### src/rtl/demultiplexer.sv
// Streaming 1-to-2 demultiplexer: routes each accepted word to channel x (s=0) or y (s=1),
// each channel buffered by its own FIFO so the two consumers stall independently.
module demultiplexer #(
  parameter int unsigned WIDTH = 64,
  parameter int unsigned DEPTH = 2,
  localparam int unsigned LW   = $clog2(DEPTH) + 1
) (
  input  logic             clk_i,
  input  logic             rst_ni,
  input  logic             d_valid_i,
  output logic             d_ready_o,
  input  logic [WIDTH-1:0] d_i,
  input  logic             s_i,
  output logic             x_valid_o,
  input  logic             x_ready_i,
  output logic [WIDTH-1:0] x_o,
  output logic [LW-1:0]    x_level_o,
  output logic             y_valid_o,
  input  logic             y_ready_i,
  output logic [WIDTH-1:0] y_o,
  output logic [LW-1:0]    y_level_o
);

  localparam int unsigned PW = $clog2(DEPTH);

  logic [1:0]       push, pop, full, nempty, rdy;
  logic [WIDTH-1:0] head  [2];
  logic [LW-1:0]    level [2];

  assign rdy = {y_ready_i, x_ready_i};

  // No pass-through on full: a pop in the same cycle does not free the slot.
  assign d_ready_o = s_i ? !full[1] : !full[0];
  assign push[0]   = d_valid_i && d_ready_o && !s_i;
  assign push[1]   = d_valid_i && d_ready_o && s_i;

  for (genvar c = 0; c < 2; c++) begin : g_ch
    logic [WIDTH-1:0] mem_q [DEPTH];
    logic [PW-1:0]    wr_q, rd_q;
    logic [LW-1:0]    lvl_q;

    assign full[c]   = (lvl_q == LW'(DEPTH));
    assign nempty[c] = (lvl_q != '0);
    assign pop[c]    = nempty[c] && rdy[c];
    assign head[c]   = nempty[c] ? mem_q[rd_q] : '0;
    assign level[c]  = lvl_q;

    always_ff @(posedge clk_i or negedge rst_ni) begin
      if (!rst_ni) begin
        wr_q  <= '0;
        rd_q  <= '0;
        lvl_q <= '0;
      end else begin
        if (push[c]) wr_q <= wr_q + 1'b1;
        if (pop[c])  rd_q <= rd_q + 1'b1;
        if (push[c] && !pop[c]) begin
          lvl_q <= lvl_q + 1'b1;
        end else if (pop[c] && !push[c]) begin
          lvl_q <= lvl_q - 1'b1;
        end
      end
    end

    // Storage needs no reset: stale entries are masked by the level counter.
    always_ff @(posedge clk_i) begin
      if (push[c]) mem_q[wr_q] <= d_i;
    end
  end

  assign x_valid_o = nempty[0];
  assign y_valid_o = nempty[1];
  assign x_o       = head[0];
  assign y_o       = head[1];
  assign x_level_o = level[0];
  assign y_level_o = level[1];

endmodule

### config.mk
export PLATFORM = sky130hd
export DESIGN_NAME = demultiplexer
export DESIGN_NICKNAME = d
export VERILOG_FILES = /design/src/rtl/demultiplexer.sv
export SDC_FILE = /design/constraint.sdc
export NUM_CORES = 1
export LEC_CHECK = 0
export ABC_AREA = 1
export CORE_ASPECT_RATIO = 0.9
export CORE_MARGIN = 2
export CORE_UTILIZATION = 55
export DETAILED_ROUTE_END_ITERATION = 6
export DONT_BUFFER_PORTS = 1
export PLACE_DENSITY_LB_ADDON = 0.1
export REMOVE_ABC_BUFFERS = 1
export SYNTH_ARGS = -nofsm -noshare
export SYNTH_HDL_FRONTEND = slang
export SYNTH_SLANG_ARGS = --single-unit
### constraint.sdc
create_clock -name clk_i -period 12.3 [get_ports clk_i]
set_clock_uncertainty 0.15 [all_clocks]
set_input_delay 3.075 -clock clk_i [delete_from_list [all_inputs] [get_ports clk_i]]
set_output_delay 3.075 -clock clk_i [all_outputs]
set_load 0.005 [all_outputs]
# == Yosys cells after proc, flatten, opt, wreduce, memory -nomap -nowiden ==
# Memories as Yosys holds them, arrays and structs flattened.
# Cells that the tools add are included.
# word_totals
in_bits,70
elab_cells,49
regBits,8
output_inout_bits,135
ramBits,256
memories,2
# op_classes
reduce_logical,20
mux,11
n_eq_ne,2
add_sub_neg,8
# mem_list
memory,depth,word_bits,rd,rd_ports_with_merged_regs,write_ports,line_no,text
g_ch[0].mem_q,2,64,1,0,1,38,logic [WIDTH-1:0] mem_q [DEPTH];
g_ch[1].mem_q,2,64,1,0,1,38,
# ops
cell,n
$mux 64,2
$logic_and 1x1->1,9
$mux 2,4
$reduce_bool 2->1,4
$logic_not 1->1,7
$mux 1,5
$add 1x1->1 const B,4
$add 2x1->2 const B,2
$eq 2x2->1 const B,2
$sub 2x1->2 const B,2

# == Logic depth before layout (Yosys ltp) ==
# Gate-level depths: netlist (run 1).
# logic_depth
word_depth,9
ltp_mapped,8
mapped_depth_nobuf,8

# == Worst setup path before layout (run 1) ==
# OpenSTA, ideal clock, no wires.
# synth_path
path_kind,input -> register
from,input port s_i
to,memory g_ch[0].mem_q[1][0] (enable)
t_arrival_ns,5.960
t_required_ns,11.664
setup_slack_ns,5.703
path_stages,3
path_buffers,0
setup_ns,0.486
path_cell_list,inv_1 o211ai_1 nor2_1
# synth_between
elab_chain_cells,5
elab_cells_between_ends,6
classes_between,mux: 3; reduce/logical: 3
# synth_lines
element,line_no,text
"start, declared",13,"input logic s_i,"
$mux 1,33,assign d_ready_o = s_i ? !full[1] : !full[0];
$logic_and 1x1->1,34,assign push[0] = d_valid_i && d_ready_o && !s_i;
$logic_and 1x1->1 *,34,
$mux 1 *,66,if (push[c]) mem_q[wr_q] <= d_i;
$mux 1 (implied by the code) *,66,
"end, declared",38,
# Mark *: on every way between the ends. The rest lies on a longest branch, timed or not.

# == Final worst setup path (run 1) ==
# layout_path
from,input port s_i
to,output port d_ready_o
# layout_between
elab_chain_cells,1
# layout_lines
element,line_no,text
$mux 1,33,
"end, declared",11,"output logic d_ready_o,"
# Every way passes these cells.

==> reports/results.txt, run 1 <==
critical path type -> primary input to output pin
setup repair bufs after CTS -> 0
first-pass GRT wire length -> 32.4 mm
Sw Pwr -> 951 µW
total routed wirelength -> 21.7 mm
Startpoint Class -> primary input
count of cell types in the netlist -> 21
reg-to-reg slack, setup -> 9.43 ns
Seq cells post-synth -> 264
Post-CTS Resized -> 0
layout cells sized above 1 -> 0.156
DR vias/cell -> 5.60
Synth Warn # -> 0
Post-synth EDFFs -> 256
Setup-failing EPs final -> 0
commonest cells in the netlist -> nand2_1, edfxtp_1, a21oi_1
outcome -> finished, final reports clean
Reg2Reg Depth -> 5
worst slew pin tran -> 1.14 ns
Worst EP arrival -> 3.33 ns
Final Hold Fails -> 0
delay of the slowest critical-path stage -> 0.15 ns
RSZ-0062 raised after global routing -> false
nets@finish -> 804
GRT busiest layer -> met2
CP Buf/Inv Count -> 2
CP endpoint kind -> output pin
max_slew headroom -> 0.239
Synth Cell Area -> 10,200 µm²
final number of max-transition violations -> 0
Setup TNS Final -> 0 ns
vias in the first global route -> 5,511
DRC viols -> 0
WL/cell -> 21.8 µm
Power Internal -> 1.71 mW
Die Y -> 133 µm
Worst-Skew Late Latency -> 0.52 ns
# hold bufs at CTS -> 0
Post-DP Area -> 10,400 µm²
grt ovf -> 0
DIE AREA -> 19,700 µm²
area leader, netlist -> edfxtp_1
worst-path fanout max -> 3
path length in cells of the critical path -> 3
Peak supply drop -> 311 µV
crit share post-route -> 0.533
CTS root buf -> clkbuf_16
Post-Layout Inst Area -> 11,100 µm²
area delta synth->final -> 9.06%
class of the worst hold path -> register to register
drt first pass iters -> 4
Logic pwr share -> 0.297
fillers -> 1,390
initial antenna violation count -> 0
most numerous cell in the Yosys netlist -> nand2_1
routability cong. -> 0.734
crit-path cells -> inv_1 -> o21ai_0 -> inv_1
Worst EP required -> 9.07 ns
clock network fraction of total power -> 0.266
Period minus WS final -> 6.56 ns
CTS tree -> done
vias after detailed routing -> 5,574
n_diodes -> 0
most frequent CP cell -> inv_1
family with the most delay on the worst path -> compound AO/OA/AOI/OAI gates
Max Freq -> 0.152 GHz
H-tree depth -> 1
Mapped Cells -> 735
dominant register cell in the synthesized netlist -> edfxtp_1
Clock Pin Slew Worst Setup and Hold Paths -> 0.06 ns
Seq/Total Area, Yosys -> 0.772
met1 Use GR -> 0.286
core footprint -> 18,300 µm²
MaxCap Viol Count -> 0
Syn Area/Cell -> 13.9 µm²
Synth area leaders -> edfxtp_1, nand2_1, a21oi_2
clk buf depth -> 3
PwrDens -> 239 nW/µm²
DR iter-0 viols -> 385
IO Pins -> 205
Starting Density -> 0.558
met3 usage -> 0.0812
ANT nets after route -> 0
async set-or-reset flop fraction in the synthesized netlist -> 0.0303
grt met2 use -> 0.344
CTS Sinks -> 264
largest net degree at the start of global routing -> 66
Num CTS Buffers -> 27
Sw Share -> 0.357
Sequential Power Share -> 0.436
number of port buffers -> 0
Final HPWL DP -> 12.2 mm
FP Rows -> 47
top-area cell type share of the netlist area -> 0.753
static leakage -> 3.80 nW
Global Route Usage Sum -> 0.216
Max stage delay cell, worst path -> o21ai_0
die width -> 148 µm
hold path depth -> 2
[metrics by stage]
stage	setup slack, ns	total power [mW]	hold WS [ns]	std cells	utilization
after floorplan	5.70	1.73	0.299	693	-
after global placement	5.71	1.97	0.316	948	0.567
after detailed placement	5.74	1.99	0.338	948	0.567
after CTS	5.74	2.70	0.353	996	0.609
after global routing	5.70	2.80	0.394	996	0.609
final	5.74	2.66	0.349	996	0.609
[final timing paths]
| path | from | end |
|---|---|---|
| setup / recovery | s_i | d_ready_o |
| min in group asynchronous | rst_ni | g_ch[1].rd_q$_DFFE_PN0P_ |
| max in group asynchronous | rst_ni | g_ch[0].rd_q$_DFFE_PN0P_ |
| hold reg to reg | g_ch[0].wr_q$_DFFE_PN0P_ | g_ch[0].wr_q$_DFFE_PN0P_ |
| hold / removal | g_ch[0].wr_q$_DFFE_PN0P_ | g_ch[0].wr_q$_DFFE_PN0P_ |
| setup reg to reg | y_level_o[0]$_DFFE_PN0P_ | g_ch[1].mem_q[0][58]$_DFFE_PP_ |
[per-layer routing]
metal  up-vias  part of all wire
met5         -                 0
met4         0             0.019
met3        37              0.10
met1      2768              0.40
li1       2567                 -
met2       202              0.48
[sequential cells by signal, summed over array words and instances, names as in the netlist]
name and flops:
x_level_o 2, g_ch.wr_q 2, g_ch.mem_q 256, y_level_o 2, g_ch.rd_q 2
[worst register-to-register path, delay by kind of cell (launching register included)]
kind,cells,cell delay (ns)
and+or+nand+nor,3,1.12
buffers and inverters,2,0.75
DFF,1,0.46
[cell type report]
| class | count | area [µm²] | area share |
|---|---|---|---|
| flip-flops and latches | 264 | 7890 | 0.708 |
| multi-input cells | 415 | 2050 | 0.184 |
| clock buffers | 33 | 698 | 0.0627 |
| well taps | 245 | 307 | 0.0275 |
| clock inverters | 15 | 70.1 | 0.00629 |
| repair buffers | 10 | 75.1 | 0.00674 |
| inverters | 14 | 52.6 | 0.00472 |
[kinds of logic after synthesis]
group | Yosys count | synth area share
simple gates | 274 | 0.102
xor+xnor | 7 | 0.00600
buf+inv | 56 | 0.0307
flops | 264 | 0.772
compound gates | 132 | 0.0870
fa+ha+maj | 2 | 0.00245
[power by group through the flow]
| stage | clock (mW) | sequential (mW) | combinational (mW) |
|---|---|---|---|
| floorplan | 0 | 1.21 | 0.516 |
| global placement | 0 | 1.18 | 0.795 |
| detailed placement | 0 | 1.18 | 0.810 |
| CTS | 0.723 | 1.16 | 0.813 |
| global route | 0.757 | 1.17 | 0.871 |
| finish | 0.709 | 1.16 | 0.792 |
[cell usage in the layout (no fill, tap or decap), types with 5 or more instances in the layout]
cell | synthesis | layout
a21oi_1 | 70 | 70
a21oi_2 | 60 | 60
buf_4 | 4 | 10
clkbuf_1 | 2 | 6
clkbuf_16 | 0 | 27
clkinv_1 | 0 | 7
clkinv_2 | 0 | 7
dfrtp_1 | 8 | 6
edfxtp_1 | 256 | 256
inv_1 | 13 | 10
nand2_1 | 265 | 265
nor2_4 | 0 | 5
Power figures use the tool's default switching activity.
==> inputs of run 2 (changes only) <==
clock period = 5.4 ns   (was 12.3 ns; I/O delays follow)
==> reports/results.txt, run 2 (synthesis gave the netlist of run 1 again) <==
outcome -> finished, final reports clean (unchanged)
die width -> 148 µm (unchanged)
grt ovf -> 0 (unchanged)
Global Route Usage Sum -> 0.204 (was 0.216)
Final Hold Fails -> 0 (unchanged)
nets@finish -> 803 (was 804)
number of flip-flops in the largest register -> 256 (unchanged)
Period minus WS final -> 3.87 ns
setup slack after layout -> 1.53 ns (was 5.74 ns)
core footprint -> 18,300 µm² (unchanged)
MaxCap Viol Count -> 0 (unchanged)
first-pass GRT wire length -> 30.8 mm (was 32.4 mm)
reg-to-reg slack, setup -> 2.81 ns (was 9.43 ns)
# hold bufs at CTS -> 0 (unchanged)
CP endpoint kind -> output pin (unchanged)
overall power -> 6.11 mW (was 2.66 mW)
Post-CTS Resized -> 0 (unchanged)
class of the worst hold path -> register to register (unchanged)
Worst-Skew Late Latency -> 0.51 ns (was 0.52 ns)
crit-path cells -> nor2_4 -> buf_12 -> a21oi_2 (was inv_1 -> o21ai_0 -> inv_1)
Setup-failing EPs final -> 0 (unchanged)
DRC viols -> 0 (unchanged)
Reg2Reg Depth -> 7 (was 5)
DIE AREA -> 19,700 µm² (unchanged)
setup repair bufs after CTS -> 0 (unchanged)
H-tree depth -> 1 (unchanged)
n_diodes -> 0 (unchanged)
Setup TNS Final -> 0 ns (unchanged)
static leakage -> 3.81 nW (was 3.80 nW)
layout cells sized above 1 -> 0.152 (was 0.156)
area delta synth->final -> 9.57% (was 9.06%)
CTS root buf -> clkbuf_16 (unchanged)
Num CTS Buffers -> 26 (was 27)
RR Endpoint -> x_level_o[1]$_DFFE_PN0P_ (was g_ch[1].mem_q[0][58]$_DFFE_PP_)
crit share post-route -> 0.717
Hold EP -> g_ch[0].wr_q$_DFFE_PN0P_ (unchanged)
Worst EP arrival -> 2.37 ns (was 3.33 ns)
number of port buffers -> 0 (unchanged)
WL/cell -> 20.6 µm (was 21.8 µm)
vias in the first global route -> 5,321 (was 5,511)
delay of the slowest critical-path stage -> 0.87 ns (was 0.15 ns)
DR iter-0 viols -> 233 (was 385)
clk buf depth -> 3 (unchanged)
Setup WS pre-CTS -> 1.91 ns (was 5.74 ns)
FP Rows -> 47 (unchanged)
worst slew pin tran -> 1.12 ns (was 1.14 ns)
routability cong. -> 0.736 (was 0.734)
Top reg by flops -> g_ch.mem_q (unchanged)
Fin Hold WS -> 0.335 ns (was 0.349 ns)
Clock Pin Slew Worst Setup and Hold Paths -> 0.06 ns (about the same)
FF-to-FF Start -> x_level_o[0]$_DFFE_PN0P_ (was y_level_o[0]$_DFFE_PN0P_)
hold path depth -> 2 (unchanged)
fillers -> 1,385 (was 1,390)
total routed wirelength -> 20.5 mm (was 21.7 mm)
ANT nets after route -> 0 (unchanged)
vias after detailed routing -> 5,466 (was 5,574)
Worst EP required -> 3.90 ns (was 9.07 ns)
most frequent cells in the layout -> nand2_1, edfxtp_1, a21oi_1 (unchanged)
Peak supply drop -> 299 µV (was 311 µV)
Die Y -> 133 µm (unchanged)
worst-path fanout max -> 35 (was 3)
Startpoint Class -> register (was primary input)
PwrDens -> 546 nW/µm² (was 239 nW/µm²)
min-delay src -> g_ch[0].wr_q$_DFFE_PN0P_ (unchanged)
max_slew headroom -> 0.251 (was 0.239)
Starting Density -> 0.558 (unchanged)
critical path type -> register to output pin (was primary input to output pin)
Max Freq -> 0.258 GHz
IO Pins -> 205 (unchanged)
drt first pass iters -> 4 (unchanged)
largest net degree at the start of global routing -> 65 (was 66)
CTS Sinks -> 264 (unchanged)
initial antenna violation count -> 0 (unchanged)
final number of max-transition violations -> 0 (unchanged)
DR vias/cell -> 5.49 (was 5.60)
most common cell after layout, fill and taps aside -> nand2_1 (unchanged)
RSZ-0062 raised after global routing -> false (unchanged)
CTS tree -> done (unchanged)
Final HPWL DP -> 12.2 mm (about the same)
Max stage delay cell, worst path -> nor2_4 (was o21ai_0)
-- run 2: worst max-delay path, delay by kind of cell, from the launching register on --
family,cells,cell delay [ns]
AOI/OAI and AO/OA,1,0.11
DFF,1,0.48
and+or+nand+nor,1,0.87
buffers and inverters,1,0.35
-- run 2: power breakdown --
| part | switching, mW | total (mW) | internal (mW) |
|---|---|---|---|
| clock | 0.694 | 1.71 | 1.01 |
| combinational | 1.33 | 1.76 | 0.436 |
| sequential | 0.0869 | 2.64 | 2.56 |
-- run 2: how the worst max path moves through the flow --
stage / from / to
final: x_level_o[0]$_DFFE_PN0P_ / x_o[51]
after global routing: x_level_o[0]$_DFFE_PN0P_ / x_o[38]
after CTS: x_level_o[0]$_DFFE_PN0P_ / x_o[51]
after detailed placement: s_i / g_ch[0].mem_q[0][34]$_DFFE_PP_
after global placement: s_i / g_ch[0].mem_q[0][6]$_DFFE_PP_
after floorplan: s_i / g_ch[0].mem_q[1][0]$_DFFE_PP_
-- run 2: metrics by stage --
step | utilization | instances | cell area [µm²]
after floorplan | - | 693 | 9950
after global placement | 0.568 | 948 | 10400
after detailed placement | 0.568 | 948 | 10400
after CTS | 0.612 | 995 | 11200
final | 0.612 | 995 | 11200
after global routing | 0.612 | 995 | 11200
-- run 2: per-layer routing --
| metal | global-route usage | wire length, µm | vias to the layer above |
|---|---|---|---|
| met4 | 0.0593 | 412 | 0 |
| met2 | 0.324 | 9760 | 225 |
| li1 | - | - | 2559 |
| met3 | 0.0805 | 2290 | 29 |
| met1 | 0.264 | 8060 | 2653 |
| met5 | 0 | 0 | - |
-- run 2: layout make-up --
type | instances | area (µm²) | area share
Timing Repair Buffer | 10 | 87.6 | 0.00783
Tap cell | 245 | 307 | 0.0274
Sequential cell | 264 | 7890 | 0.705
Clock buffer | 39 | 721 | 0.0644
Clock inverter | 8 | 86.3 | 0.00771
Inverter | 14 | 52.6 | 0.00470
Multi-Input combinational cell | 415 | 2050 | 0.183
==> inputs of run 3 (changes only) <==
clock period = 3.3 ns   (was 5.4 ns; I/O delays follow)
==> reports/results.txt, run 3 (synthesis gave the netlist of run 1 again) <==
outcome -> finished, final reports clean (unchanged)
Post-CTS Resized -> 0 (unchanged)
layout cells sized above 1 -> 0.165 (was 0.152)
ANT nets after route -> 0 (unchanged)
Peak supply drop -> 601 µV (was 299 µV)
critical path type -> register to output pin (unchanged)
area delta synth->final -> 11.3% (was 9.57%)
die width -> 148 µm (unchanged)
worst-path fanout max -> 64 (was 35)
Clock Pin Slew Worst Setup and Hold Paths -> 0.06 ns (about the same)
FP Rows -> 47 (unchanged)
FF-to-FF Start -> x_level_o[0]$_DFFE_PN0P_ (unchanged)
Global Route Usage Sum -> 0.216 (was 0.204)
Fin Hold WS -> 0.250 ns (was 0.335 ns)
PwrDens -> 908 nW/µm² (was 546 nW/µm²)
min-delay src -> d_i[31] (was g_ch[0].wr_q$_DFFE_PN0P_)
core footprint -> 18,300 µm² (unchanged)
Final HPWL DP -> 12.6 mm (was 12.2 mm)
Num CTS Buffers -> 26 (unchanged)
setup repair bufs after CTS -> 0 (unchanged)
grt ovf -> 0 (unchanged)
initial antenna violation count -> 0 (unchanged)
delay of the slowest critical-path stage -> 0.62 ns (was 0.87 ns)
most common cell after layout, fill and taps aside -> nand2_1 (unchanged)
largest net degree at the start of global routing -> 66 (was 65)
Top reg by flops -> g_ch.mem_q (unchanged)
nets@finish -> 809 (was 803)
crit-path cells -> buf_4 -> nand2_1 -> a21oi_1 (was nor2_4 -> buf_12 -> a21oi_2)
Period minus WS final -> 3.01 ns
MaxCap Viol Count -> 0 (unchanged)
number of port buffers -> 0 (unchanged)
dpl cells -> 953 (was 948)
class of the worst hold path -> primary input to register (was register to register)
DIE AREA -> 19,700 µm² (unchanged)
reg-to-reg slack, setup -> 1.02 ns (was 2.81 ns)
Post-Layout Inst Area -> 11,400 µm² (was 11,200 µm²)
static leakage -> 3.89 nW (was 3.81 nW)
DRC viols -> 0 (unchanged)
number of flip-flops in the largest register -> 256 (unchanged)
Starting Density -> 0.558 (unchanged)
Max stage delay cell, worst path -> buf_4 (was nor2_4)
non-filler cells, final -> 1,001 (was 995)
CTS tree -> done (unchanged)
routability cong. -> 0.745 (was 0.736)
first-pass GRT wire length -> 32.1 mm (was 30.8 mm)
Startpoint Class -> register (unchanged)
CTS Sinks -> 264 (unchanged)
n_diodes -> 0 (unchanged)
Hold EP -> g_ch[0].mem_q[0][31]$_DFFE_PP_ (was g_ch[0].wr_q$_DFFE_PN0P_)
clk buf depth -> 3 (unchanged)
IO Pins -> 205 (unchanged)
total routed wirelength -> 21.4 mm (was 20.5 mm)
final number of max-transition violations -> 0 (unchanged)
Max Freq -> 0.333 GHz
hold path depth -> 0 (was 2)
DR vias/cell -> 5.57 (was 5.49)
Post-DP Area -> 10,500 µm² (was 10,400 µm²)
Worst EP arrival -> 2.03 ns (was 2.37 ns)
vias after detailed routing -> 5,572 (was 5,466)
CTS root buf -> clkbuf_16 (unchanged)
drt first pass iters -> 5 (was 4)
Worst-Skew Late Latency -> 0.51 ns (about the same)
WL/cell -> 21.3 µm (was 20.6 µm)
DR iter-0 viols -> 292 (was 233)
H-tree depth -> 1 (unchanged)
worst slew pin tran -> 0.803 ns (was 1.12 ns)
overall power -> 10.3 mW (was 6.11 mW)
crit share post-route -> 0.911
# hold bufs at CTS -> 1 (was 0)
Worst EP required -> 2.32 ns (was 3.90 ns)
CP endpoint kind -> output pin (unchanged)
most frequent cells in the layout -> nand2_1, edfxtp_1, a21oi_1 (unchanged)
Reg2Reg Depth -> 8 (was 7)
vias in the first global route -> 5,450 (was 5,321)
Setup-failing EPs final -> 0 (unchanged)
RSZ-0062 raised after global routing -> false (unchanged)
RR Endpoint -> x_level_o[1]$_DFFE_PN0P_ (unchanged)
max_slew headroom -> 0.465 (was 0.251)
Final Hold Fails -> 0 (unchanged)
Die Y -> 133 µm (unchanged)
==> run 3: changes by cell type in the layout (fill, tap and decap cells not counted), sizes merged <==
| cell | previous run | this run |
|---|---|---|
| clkbuf | 39 | 31 |
| dlygate4sd3 | 0 | 1 |
| bufinv | 2 | 4 |
| clkinv | 6 | 11 |
| inv | 14 | 15 |
| buf | 10 | 15 |
==> run 3: final cells by class <==
cell class,instances,area [µm²]
repair buffers,16,198
multi-input cells,415,2050
well taps,245,307
clock buffers,31,691
inverters,14,52.6
flip-flops and latches,264,7890
fillers,1334,6920
clock inverters,16,181
==> run 3: critical path: cells and delay by family, from the launching register on <==
kind / cells / cell delay [ns]
AOI/OAI and AO/OA: 1 / 0.38
DFF: 1 / 0.36
buffers and inverters: 1 / 0.62
and+or+nand+nor: 1 / 0.10
==> run 3: worst max-delay path by stage <==
| stage | from | end | cells after the start |
|---|---|---|---|
| floorplan | s_i | g_ch[0].mem_q[1][0]$_DFFE_PP_ | 3 |
| finish | g_ch[1].rd_q$_DFFE_PN0P_ | y_o[8] | 3 |
| CTS | g_ch[1].rd_q$_DFFE_PN0P_ | y_o[8] | 3 |
| global route | g_ch[1].rd_q$_DFFE_PN0P_ | y_o[8] | 3 |
| global placement | s_i | g_ch[0].mem_q[0][31]$_DFFE_PP_ | 6 |
| detailed placement | s_i | g_ch[0].mem_q[0][31]$_DFFE_PP_ | 6 |
==> run 3: through the flow <==
| step | util | TNS (ns) | setup slack [ns] |
|---|---|---|---|
| after floorplan | - | -232.73 | -1.05 |
| after global placement | 0.573 | 0 | 0.860 |
| after detailed placement | 0.573 | 0 | 0.849 |
| after CTS | 0.621 | 0 | 0.317 |
| after global routing | 0.621 | 0 | 0.203 |
| final | 0.621 | 0 | 0.293 |
==> run 3: where the power goes <==
group / total (mW) / switching (mW) / internal (mW)
Sequential: 4.33 / 0.147 / 4.18
Clock: 2.97 / 1.17 / 1.80
Combinational: 3.03 / 2.25 / 0.783
Total: 10.3 / 3.56 / 6.76
==> run 3: routing by layer <==
layer | track usage | wire, µm | up-vias
met1 | 0.282 | 8490 | 2746
met3 | 0.0716 | 2120 | 34
met4 | 0.0588 | 463 | 0
met2 | 0.351 | 10300 | 205
li1 | - | - | 2587
met5 | 0.00500 | 0 | -
